--- config.mk ---
export PLATFORM = sky130hd
export DESIGN_NAME = gpack
export DESIGN_NICKNAME = d
export VERILOG_FILES = /design/src/rtl/gpack.sv
export SDC_FILE = /design/constraint.sdc
export NUM_CORES = 1
export LEC_CHECK = 0
export BUFFER_PORTS_ARGS = -buffer_cell sky130_fd_sc_hd__buf_2
export CORE_AREA = 10 10 47 49
export CTS_BUF_LIST = sky130_fd_sc_hd__clkbuf_4
export DETAILED_ROUTE_END_ITERATION = 12
export DIE_AREA = 0 0 57 59
export PLACE_DENSITY = 0.8
export REMOVE_ABC_BUFFERS = 1
export SLEW_MARGIN = 20
export SYNTH_ARGS = -nofsm -noshare
export SYNTH_HDL_FRONTEND = slang
export SYNTH_SLANG_ARGS = --single-unit
--- constraint.sdc ---
create_clock -name clk -period 2.55 [get_ports clk]
set_input_delay 0.3825 -clock clk [delete_from_list [all_inputs] [get_ports clk]]
set_output_delay 0.3825 -clock clk [all_outputs]
set_load 0.1 [all_outputs]
--- src/rtl/gpack.sv ---
// Serial-to-parallel word packer: assembles DWIDTH-bit words into NUM_WORDS-slot bus words.
// Optional GPACK_ZERO_FILL_EN clears the accumulator on every completion so unused slots read 0.
module gpack #(
  parameter int unsigned DWIDTH     = 1,
  parameter int unsigned SELWIDTH   = 2,
  parameter int unsigned BIGENDIAN  = 0,
  parameter int unsigned TOT_DWIDTH = DWIDTH << SELWIDTH,
  parameter int unsigned NUM_WORDS  = 1 << SELWIDTH
) (
  input  logic                  clk,
  input  logic                  reset_n,
  input  logic [DWIDTH-1:0]     in_data,
  input  logic                  in_valid,
  input  logic                  in_last,
  output logic                  in_ready,
  output logic [TOT_DWIDTH-1:0] out_data,
  output logic [SELWIDTH:0]     out_count,
  output logic                  out_last,
  output logic                  out_valid,
  input  logic                  out_ready
);

  localparam int unsigned CW = SELWIDTH + 1;
  localparam logic [SELWIDTH-1:0] LAST_IDX = SELWIDTH'(NUM_WORDS - 1);

  logic [SELWIDTH-1:0]   idx_q, idx_d;
  logic [TOT_DWIDTH-1:0] acc_q, acc_d;
  logic [TOT_DWIDTH-1:0] out_data_q, out_data_d;
  logic [CW-1:0]         out_count_q, out_count_d;
  logic                  out_last_q, out_last_d;
  logic                  out_valid_q, out_valid_d;

  logic [SELWIDTH-1:0]   slot;
  logic [TOT_DWIDTH-1:0] merged;
  logic                  in_xfer;
  logic                  complete;

  // Ready only when the holding register is empty or draining this cycle.
  assign in_ready  = reset_n & (~out_valid_q | out_ready);
  assign out_data  = out_data_q;
  assign out_count = out_count_q;
  assign out_last  = out_last_q;
  assign out_valid = out_valid_q;

  always_ff @(posedge clk or negedge reset_n) begin
    if (!reset_n) begin
      idx_q       <= '0;
      acc_q       <= '0;
      out_data_q  <= '0;
      out_count_q <= '0;
      out_last_q  <= 1'b0;
      out_valid_q <= 1'b0;
    end else begin
      idx_q       <= idx_d;
      acc_q       <= acc_d;
      out_data_q  <= out_data_d;
      out_count_q <= out_count_d;
      out_last_q  <= out_last_d;
      out_valid_q <= out_valid_d;
    end
  end

  always_comb begin
    idx_d       = idx_q;
    acc_d       = acc_q;
    out_data_d  = out_data_q;
    out_count_d = out_count_q;
    out_last_d  = out_last_q;
    out_valid_d = out_valid_q;

    slot     = (BIGENDIAN != 0) ? (LAST_IDX - idx_q) : idx_q;
    in_xfer  = in_valid & in_ready;
    complete = in_xfer & ((idx_q == LAST_IDX) | in_last);

    // Current word merged into its slot of the accumulator.
    merged = acc_q;
    for (int unsigned s = 0; s < NUM_WORDS; s++) begin
      if (slot == SELWIDTH'(s)) begin
        merged[s*DWIDTH +: DWIDTH] = in_data;
      end
    end

    if (out_valid_q && out_ready) begin
      out_valid_d = 1'b0;
    end

    if (in_xfer) begin
      if (complete) begin
        out_data_d  = merged;
        out_count_d = CW'(idx_q) + CW'(1);
        out_last_d  = in_last;
        out_valid_d = 1'b1;
        idx_d       = '0;
`ifdef GPACK_ZERO_FILL_EN
        acc_d       = '0;
`else
        acc_d       = merged;
`endif
      end else begin
        acc_d = merged;
        idx_d = idx_q + SELWIDTH'(1);
      end
    end
  end

endmodule

# Yosys cells after proc, flatten, opt, wreduce, memory -nomap -nowiden
# Index checks and enable logic that the tools add are counted.
# op_classes
n_addsub,2
n_eq_ne,3
muxes,8
bitwise,6
n_reduce_logical,3
# op_table
operator,n
1-bit 2-to-1 mux,7
2-bit == test (second input constant),2
2-bit by 1-bit adder with 3-bit output (second input constant),1
1-bit AND,3
2-bit by 1-bit adder with 2-bit output (second input constant),1
2-bit by 1-bit == test with 1-bit output (second input constant),1
2-bit zero test,1
2-bit 2-to-1 mux,1
1-bit OR,2
2-bit AND reduction,1
1-bit logical AND,1
1-bit inverter,1
# totals
reg_bits,15
input_bits,6
out_inout_bits,10
word_cells,28

# Depth between registers and ports, before layout
# Gate-level depths: netlist (run 1).
# depth
word_depth,7
mapped_depth,4

# Worst setup path before layout (run 1)
# No wires, ideal clock.
# synth_path
path_type,register to output
from,"register out_valid_q, in the netlist out_valid"
to,output in_ready
t_arrival_ps,1934
required_ps,2168
path_slack_ps,233
path_stages_with_launch,4
cell_sequence,dfrtp_1 -> nand2b_1 -> buf_2 -> and2_1
# synth_via
elab_chain_len,3
# synth_rtl
item,line_no,text
"start, declared",31,"logic out_valid_q, out_valid_d;"
"start signal, assigned",59,out_valid_q <= out_valid_d;
1-bit inverter,39,assign in_ready = reset_n & (~out_valid_q | out_ready);
1-bit OR,39,
1-bit AND,39,
"end, declared",15,"output logic in_ready,"
# No other way between the ends.

# Worst setup path after layout (run 1)
# Ends and elaborated chain as after synthesis.

==> results.toml, run 1 <==
[clock_tree]
cts_root_buf = "clkbuf_4"
cts.sinks = 15
h-tree-depth = 1
cts_tree = "built"
clk_latency_ns = 0.28
cts_made_buffers = 3
cts_setup_buffers = 0
clk_pin_slew_worst_paths_ns = 0.08
ctsHoldBuffers = 0
cts_resized = 0
clock_path_buffers = 2

[worst_setup_path]
startpoint_type = "flip-flop"
r2r_cells = 4
rr_startpoint = "idx_q[0]"
regToRegEndpoint = "out_data[1]"
cp.required_ns = 2.17
path_cells = "nand2b_1 > and2_1 > buf_2"
end_kind = "output port"
rrSetupSlack_ns = 0.96
critical_path_arrival_ns = 1.56
cp_top_family = "simple AND/OR/NAND/NOR gates"
crit_path_top_delay_cell = "buf_2"
critPathMaxStageDelay_ns = 0.42
path_buf_inv = 1
critPathKind = "flip-flop to output port"
crit_fanout = 12

[placement]
dp_slack_ns = 0.773
io_buffer_count = 15
gp_congestion = 0.723
placed_cells = 85
place.detailed.hpwl_um = 969

[drt]
via_per_inst = 5.42
drt-initial-drc-count = 5
vias = 482
drt.antenna.violating_nets = 0
wire_per_inst_um = 14.2
wl_um = 1260
drc = 0
drt_first_pass_iters = 4

[logic_synthesis]
yosys-top-cells-count = "dfrtp_1 (15), mux2_2 (14), nand3_1 (5), ha_1 (4), and2_1 (3)"
synth_flop_cell = "dfrtp_1"
synth_seq_cells = 15
synth_area_leader_cell = "dfrtp_1"
synth_top_area_frac = 0.518
ys_warn_count = 0
synth_area_leaders = "dfrtp_1 (52%), mux2_2 (22%), ha_1 (6.9%)"
synth_edf_count = 0
synth_cells = 56
async_flop_share = 1.00
ys_types = 16
yosysSeqAreaShare = 0.518
synth_area_um2 = 724
syn_avg_cell_area_um2 = 12.9
synth_most_common_cell = "dfrtp_1"

[global_route]
antenna_found_initial = 0
track_usage = 0.0795
grt-ovfl-total = 0
grt_pass1_wl_um = 2220
grt_max_degree = 19
grt_pass1_vias = 520

[timing]
period_share = 0.763
period_needed_ns = 1.95
final.setup_skew_ns = 0.00121
holdWs_ns = -0.00119
setup_viol = 0
worst_pin_slew_ns = 0.489
max_freq_mhz = 514
fin_ws_ns = 0.605
grt_setup_unrepaired = "no"
relSlewSlack = 0.677
drv_slew = 0
final_hold_viol_count = 8
tns_ns = 0

[layout]
multi_input_area_um2 = 329
register_area_um2 = 375
area_growth_pct = 15.5
final_layout_size_suffix_gt1_frac = 0.479
fin_cells = 89
finalNetCount = 84
antenna_cells = 0
fill_cells = 117

[die]
fp-row-count = 14
die_h_um = 59
die_area_um2 = 3360
core_um2 = 1400
io_pins = 16
initial_core_util = 0.517
die_x_um = 57

[job]
cap_violations = 0

[run_status]
violations = "negative hold slack"
outcome = "finished with violations"

[worst_hold_path]
hold_class = "input pin to asynchronous set/reset pin"
==> routing by layer <==
metal	track usage	routed length, um	vias up
met5	0	0	-
met1	0.0920	596	227
met2	0.124	541	15
li1	-	-	238
met4	0.0403	19	0
met3	0.0322	103	2
==> worst reg2reg max path, delay by kind of cell, from the launching register on <==
| kind | cells | cell delay, ns |
|---|---|---|
| adders and majority gates | 1 | 0.29 |
| muxes | 1 | 0.34 |
| DFF | 1 | 0.39 |
| and+or+nand+nor | 2 | 0.46 |
==> layout make-up <==
cell class / instances / area share
Sequential cell: 15 / 0.448
Clock buffer: 4 / 0.0359
Timing Repair Buffer: 15 / 0.0897
Tap cell: 16 / 0.0239
Inverter: 2 / 0.00897
Multi-Input combinational cell: 37 / 0.393
==> layout by cell type (no fill, tap or decap) <==
cell / count
buf_2: 15
o21ai_0: 2
a22o_1: 2
o211ai_1: 1
clkbuf_4: 4
inv_1: 2
nand4_1: 2
mux2_2: 14
nand2_1: 1
ha_1: 4
nand2b_1: 1
nand3_1: 5
and2_1: 3
dfrtp_1: 15
and4b_4: 1
nor2_2: 1
==> cell families (layout without fill, tap and decap cells) <==
logic type,after synthesis,in the layout,synth area share
compound gates,5,5,0.0484
buf+inv,4,21,0.0276
flops,15,15,0.518
simple gates,14,14,0.119
mux,14,14,0.218
fa+ha+maj,4,4,0.0691
==> per-stage QoR <==
stage | util | area (um2) | hold WS, ns
finish | 0.597 | 837 | -0.00119
global route | 0.597 | 837 | 0.00833
CTS | 0.597 | 837 | 0.00380
detailed placement | 0.576 | 807 | 0.313
global placement | 0.576 | 807 | 0.311
floorplan | - | 712 | 0.0869
==> sequential cells by signal, summed over array words and instances (netlist names) <==
| signal | cells |
|---|---|
| out_valid | 1 |
| out_count | 3 |
| out_last | 1 |
| acc_q | 4 |
| out_data | 4 |
| idx_q | 2 |
==> how the worst max path moves through the flow <==
stage               depth (start not counted)       end  startpoint
floorplan                                   2  in_ready   out_valid
global placement                            4  in_ready   out_ready
detailed placement                          4  in_ready   out_ready
CTS                                         3  in_ready   out_valid
global route                                3  in_ready   out_valid
finish                                      3  in_ready   out_valid
Power of run 1 is left out: the tool's default activity adds up to more than one toggle a clock period on the data nets, which glitch-free logic cannot reach.
==> inputs of run 2 (changes only) <==
CORE_AREA = default   (was 10 10 47 49)
CORE_MARGIN = 10   (was default)
CORE_UTILIZATION = 54   (was default)
DIE_AREA = default   (was 0 0 57 59)
PLACE_DENSITY = 0.79   (was 0.8)
clock period = 1.87 ns   (was 2.55 ns; I/O delays follow)
==> run 2 against run 1 <==
Global-route usage rose by 1.5 points. Via count is 6.2% higher. The run now ends clean. Register-to-register slack worse by 0.64 ns.
==> results.toml, run 2 (synthesis results as in run 1) <==
[drt]
via_per_inst = 5.63
drc = 0
wire_per_inst_um = 16.4
vias = 512
drt-initial-drc-count = 11
wl_um = 1490
drt.antenna.violating_nets = 0
drt_first_pass_iters = 4

[clock_tree]
cts_setup_buffers = 0
cts_tree = "built"
clock_path_buffers = 2
h-tree-depth = 1
cts.sinks = 15
cts_root_buf = "clkbuf_4"
clk_latency_ns = 0.28
clk_pin_slew_worst_paths_ns = 0.08
cts_made_buffers = 3

[worst_setup_path]
rr_startpoint = "idx_q[0]"
path_cells = "dlygate4sd3_1 > buf_2 > buf_4 > and2_1 > buf_12"
regToRegEndpoint = "out_data[0]"
crit_fanout = 10
critPathMaxStageDelay_ns = 0.53
r2r_cells = 4
startpoint_type = "input pin"
end_kind = "output port"
critPathKind = "input pin to output port"
rrSetupSlack_ns = 0.32
path_buf_inv = 4
cp_top_family = "buffers and inverters"
crit_path_top_delay_cell = "dlygate4sd3_1"
critical_path_arrival_ns = 1.52
cp.required_ns = 1.59

[die]
die_x_um = 56.6
core_um2 = 1280
io_pins = 16
die_h_um = 56.6
initial_core_util = 0.564
die_area_um2 = 3210
fp-row-count = 13

[global_route]
grt_pass1_wl_um = 2490
grt-ovfl-total = 0
grt_pass1_vias = 546
antenna_found_initial = 0
track_usage = 0.0947
grt_max_degree = 13

[worst_hold_path]
whs_endpoint = "out_last"
hold_depth = 2
hold_class = "input pin to flip-flop"
min_from = "in_last"

[placement]
gp_congestion = 0.828
dpl_cell_area_um2 = 828
place.detailed.hpwl_um = 1160
dp_slack_ns = 0.344
io_buffer_count = 15

[timing]
relSlewSlack = 0.676
final_hold_viol_count = 0
max_freq_mhz = 555
holdWs_ns = 0.307
final.setup_skew_ns = 0.00676
fin_ws_ns = 0.0695
worst_pin_slew_ns = 0.489
period_needed_ns = 1.80
drv_slew = 0
period_share = 0.963
grt_setup_unrepaired = "no"
setup_viol = 0

[run_status]
outcome = "finished, final reports clean"

[layout]
layout_commonest_cell = "dfrtp_1"
area_growth_pct = 20.9
antenna_cells = 0
final_layout_size_suffix_gt1_frac = 0.474
finalNetCount = 87
fill_cells = 85
final_cell_mix = "dfrtp_1 (15), mux2_2 (14), buf_2 (14)"
fin_area_um2 = 876

[job]
cap_violations = 0
## run 2: final cells by class
| cell class | count | area, um2 | area share |
|---|---|---|---|
| Clock buffer | 3 | 22.5 | 0.0257 |
| Clock inverter | 1 | 5.00 | 0.00571 |
| Inverter | 2 | 7.51 | 0.00857 |
| Multi-Input combinational cell | 37 | 329 | 0.376 |
| Sequential cell | 15 | 375 | 0.429 |
| Tap cell | 15 | 18.8 | 0.0214 |
| Timing Repair Buffer | 18 | 118 | 0.134 |
## run 2: worst max-delay path by stage
stage               startpoint     endpoint  slack [ns]  depth (start not counted)
finish                 reset_n     in_ready        0.07                          5
global route           reset_n     in_ready        0.02                          5
CTS                    reset_n     in_ready        0.06                          5
detailed placement    idx_q[0]  out_data[0]        0.34                          4
global placement      idx_q[0]  out_data[0]        0.38                          4
floorplan            out_valid     in_ready       -0.36                          2
## run 2: per-stage QoR
stage / TNS, ns / std cells / util
finish: 0 / 91 / 0.682
global route: 0 / 91 / 0.682
CTS: 0 / 91 / 0.682
detailed placement: 0 / 85 / 0.645
global placement: 0 / 85 / 0.645
floorplan: -1.15 / 54 / -
## run 2: repair_timing
action | in CTS | in global routing
hold buffers | 2 | 0
endpoints found under the hold margin | 6 | 0
gates resized for setup | 0 | 0
## run 2: metal layers
layer  global-route usage  wire length, um  vias up
met4               0.0447               36        0
met1                0.108              600      247
met5                    0                0        -
li1                     -                -      243
met2                0.155              766       16
met3               0.0292               89        6
Power of run 2 is left out for the same reason.
==> inputs of run 3 (changes only) <==
==> constraint.sdc (replaced) <==
create_clock -name clk -period 1.87 [get_ports clk]
set_input_delay 0.0935 -clock clk [delete_from_list [all_inputs] [get_ports clk]]
set_output_delay 0.0935 -clock clk [all_outputs]
set_load 0.1 [all_outputs]
==> run 3 against run 2 <==
Count of clock-buffer cells in the layout rose by 1. Non-clock buffer count down 1. Worst setup slack improved by 0.11 ns.
==> results.toml, run 3 (synthesis results as in run 1) <==
[run_status]
outcome = "finished, final reports clean"

[drt]
drc = 0
via_per_inst = 5.52
vias = 497
drt.antenna.violating_nets = 0
drt_first_pass_iters = 4
drt-initial-drc-count = 11
wl_um = 1440
wire_per_inst_um = 16.0

[timing]
grt_setup_unrepaired = "no"
holdWs_ns = 0.109
worst_pin_slew_ns = 0.494
period_needed_ns = 1.69
max_freq_mhz = 590
period_share = 0.906
final_hold_viol_count = 0
tns_ns = 0
setup_viol = 0
final.setup_skew_ns = 0.00378
drv_slew = 0
relSlewSlack = 0.673

[worst_setup_path]
crit_fanout = 10
worst_setup_path_startpoint = "reset_n"
crit_path_top_delay_cell = "dlygate4sd3_1"
r2r_cells = 4
regToRegEndpoint = "out_data[0]"
cp.required_ns = 1.78
path_buf_inv = 4
cp.depth = 5
end_kind = "output port"
crit_top_cell = "buf_2"
startpoint_type = "input pin"
rr_startpoint = "idx_q[0]"
critPathMaxStageDelay_ns = 0.52
cp_top_family = "buffers and inverters"
path_cells = "dlygate4sd3_1 > buf_2 > buf_4 > and2_1 > buf_2"
critical_path_arrival_ns = 1.60
endpoint = "in_ready"
critPathKind = "input pin to output port"
rrSetupSlack_ns = 0.30

[die]
die_h_um = 56.6
initial_core_util = 0.564
io_pins = 16
core_um2 = 1280
fp-row-count = 13
die_x_um = 56.6
die_area_um2 = 3210

[layout]
area_growth_pct = 17.8
fill_cells = 94
antenna_cells = 0
final_layout_size_suffix_gt1_frac = 0.480
finalNetCount = 86
final_cell_mix = "dfrtp_1 (15), buf_2 (15), mux2_2 (14)"

[clock_tree]
clock_path_buffers = 2
cts.sinks = 15
cts_made_buffers = 3
cts_setup_buffers = 0
h-tree-depth = 1
cts_tree = "built"
cts_resized = 0
ctsHoldBuffers = 1
clk_pin_slew_worst_paths_ns = 0.08
cts_root_buf = "clkbuf_4"
clk_latency_ns = 0.29

[global_route]
antenna_found_initial = 0
grt_pass1_wl_um = 2490
track_usage = 0.0984
grt_pass1_vias = 530
grt_max_degree = 13
grt-ovfl-total = 0

[placement]
place.detailed.hpwl_um = 1110
io_buffer_count = 15
gp_congestion = 0.845

[worst_hold_path]
hold_depth = 2
hold_class = "input pin to flip-flop"

[job]
cap_violations = 0
run 3: how the worst min path moves through the flow:
stage,startpoint,end,slack [ns]
final,in_last,out_last,0.11
after global routing,in_last,out_last,0.11
after CTS,in_last,out_last,0.11
after detailed placement,reset_n,out_data[2],-0.04
after global placement,reset_n,acc_q[3],-0.05
after floorplan,reset_n,acc_q[0],-0.20
run 3: layout make-up:
cell class,instances,area [um2],area share
clock buffers,4,30.0,0.0352
inverters,2,7.51,0.00880
multi-input cells,37,329,0.386
flip-flops and latches,15,375,0.440
well taps,15,18.8,0.0220
repair buffers,17,92.6,0.109
run 3: stage by stage:
step	cell area (um2)	setup slack (ns)	util	std cells
4_1_cts	853	0.144	0.664	90
5_1_grt	853	0.0947	0.664	90
6_report	853	0.175	0.664	90
2_1_floorplan	712	-0.172	-	54
3_5_place_dp	813	0.319	0.633	85
3_3_place_gp	813	0.365	0.633	85
run 3: layer usage:
metal | wire length, um | vias to the layer above | track usage
met5 | 0 | - | 0
li1 | - | 241 | -
met4 | 35 | 0 | 0.0619
met2 | 693 | 11 | 0.146
met3 | 68 | 5 | 0.0517
met1 | 647 | 240 | 0.107
run 3: worst register-to-register path: stages, from the launching register on:
cell and delay [ns]:
dfrtp_1 0.39, ha_1 0.29, nor2_2 0.09, and4b_4 0.36, mux2_2 0.34
Power of run 3 is left out for the same reason.
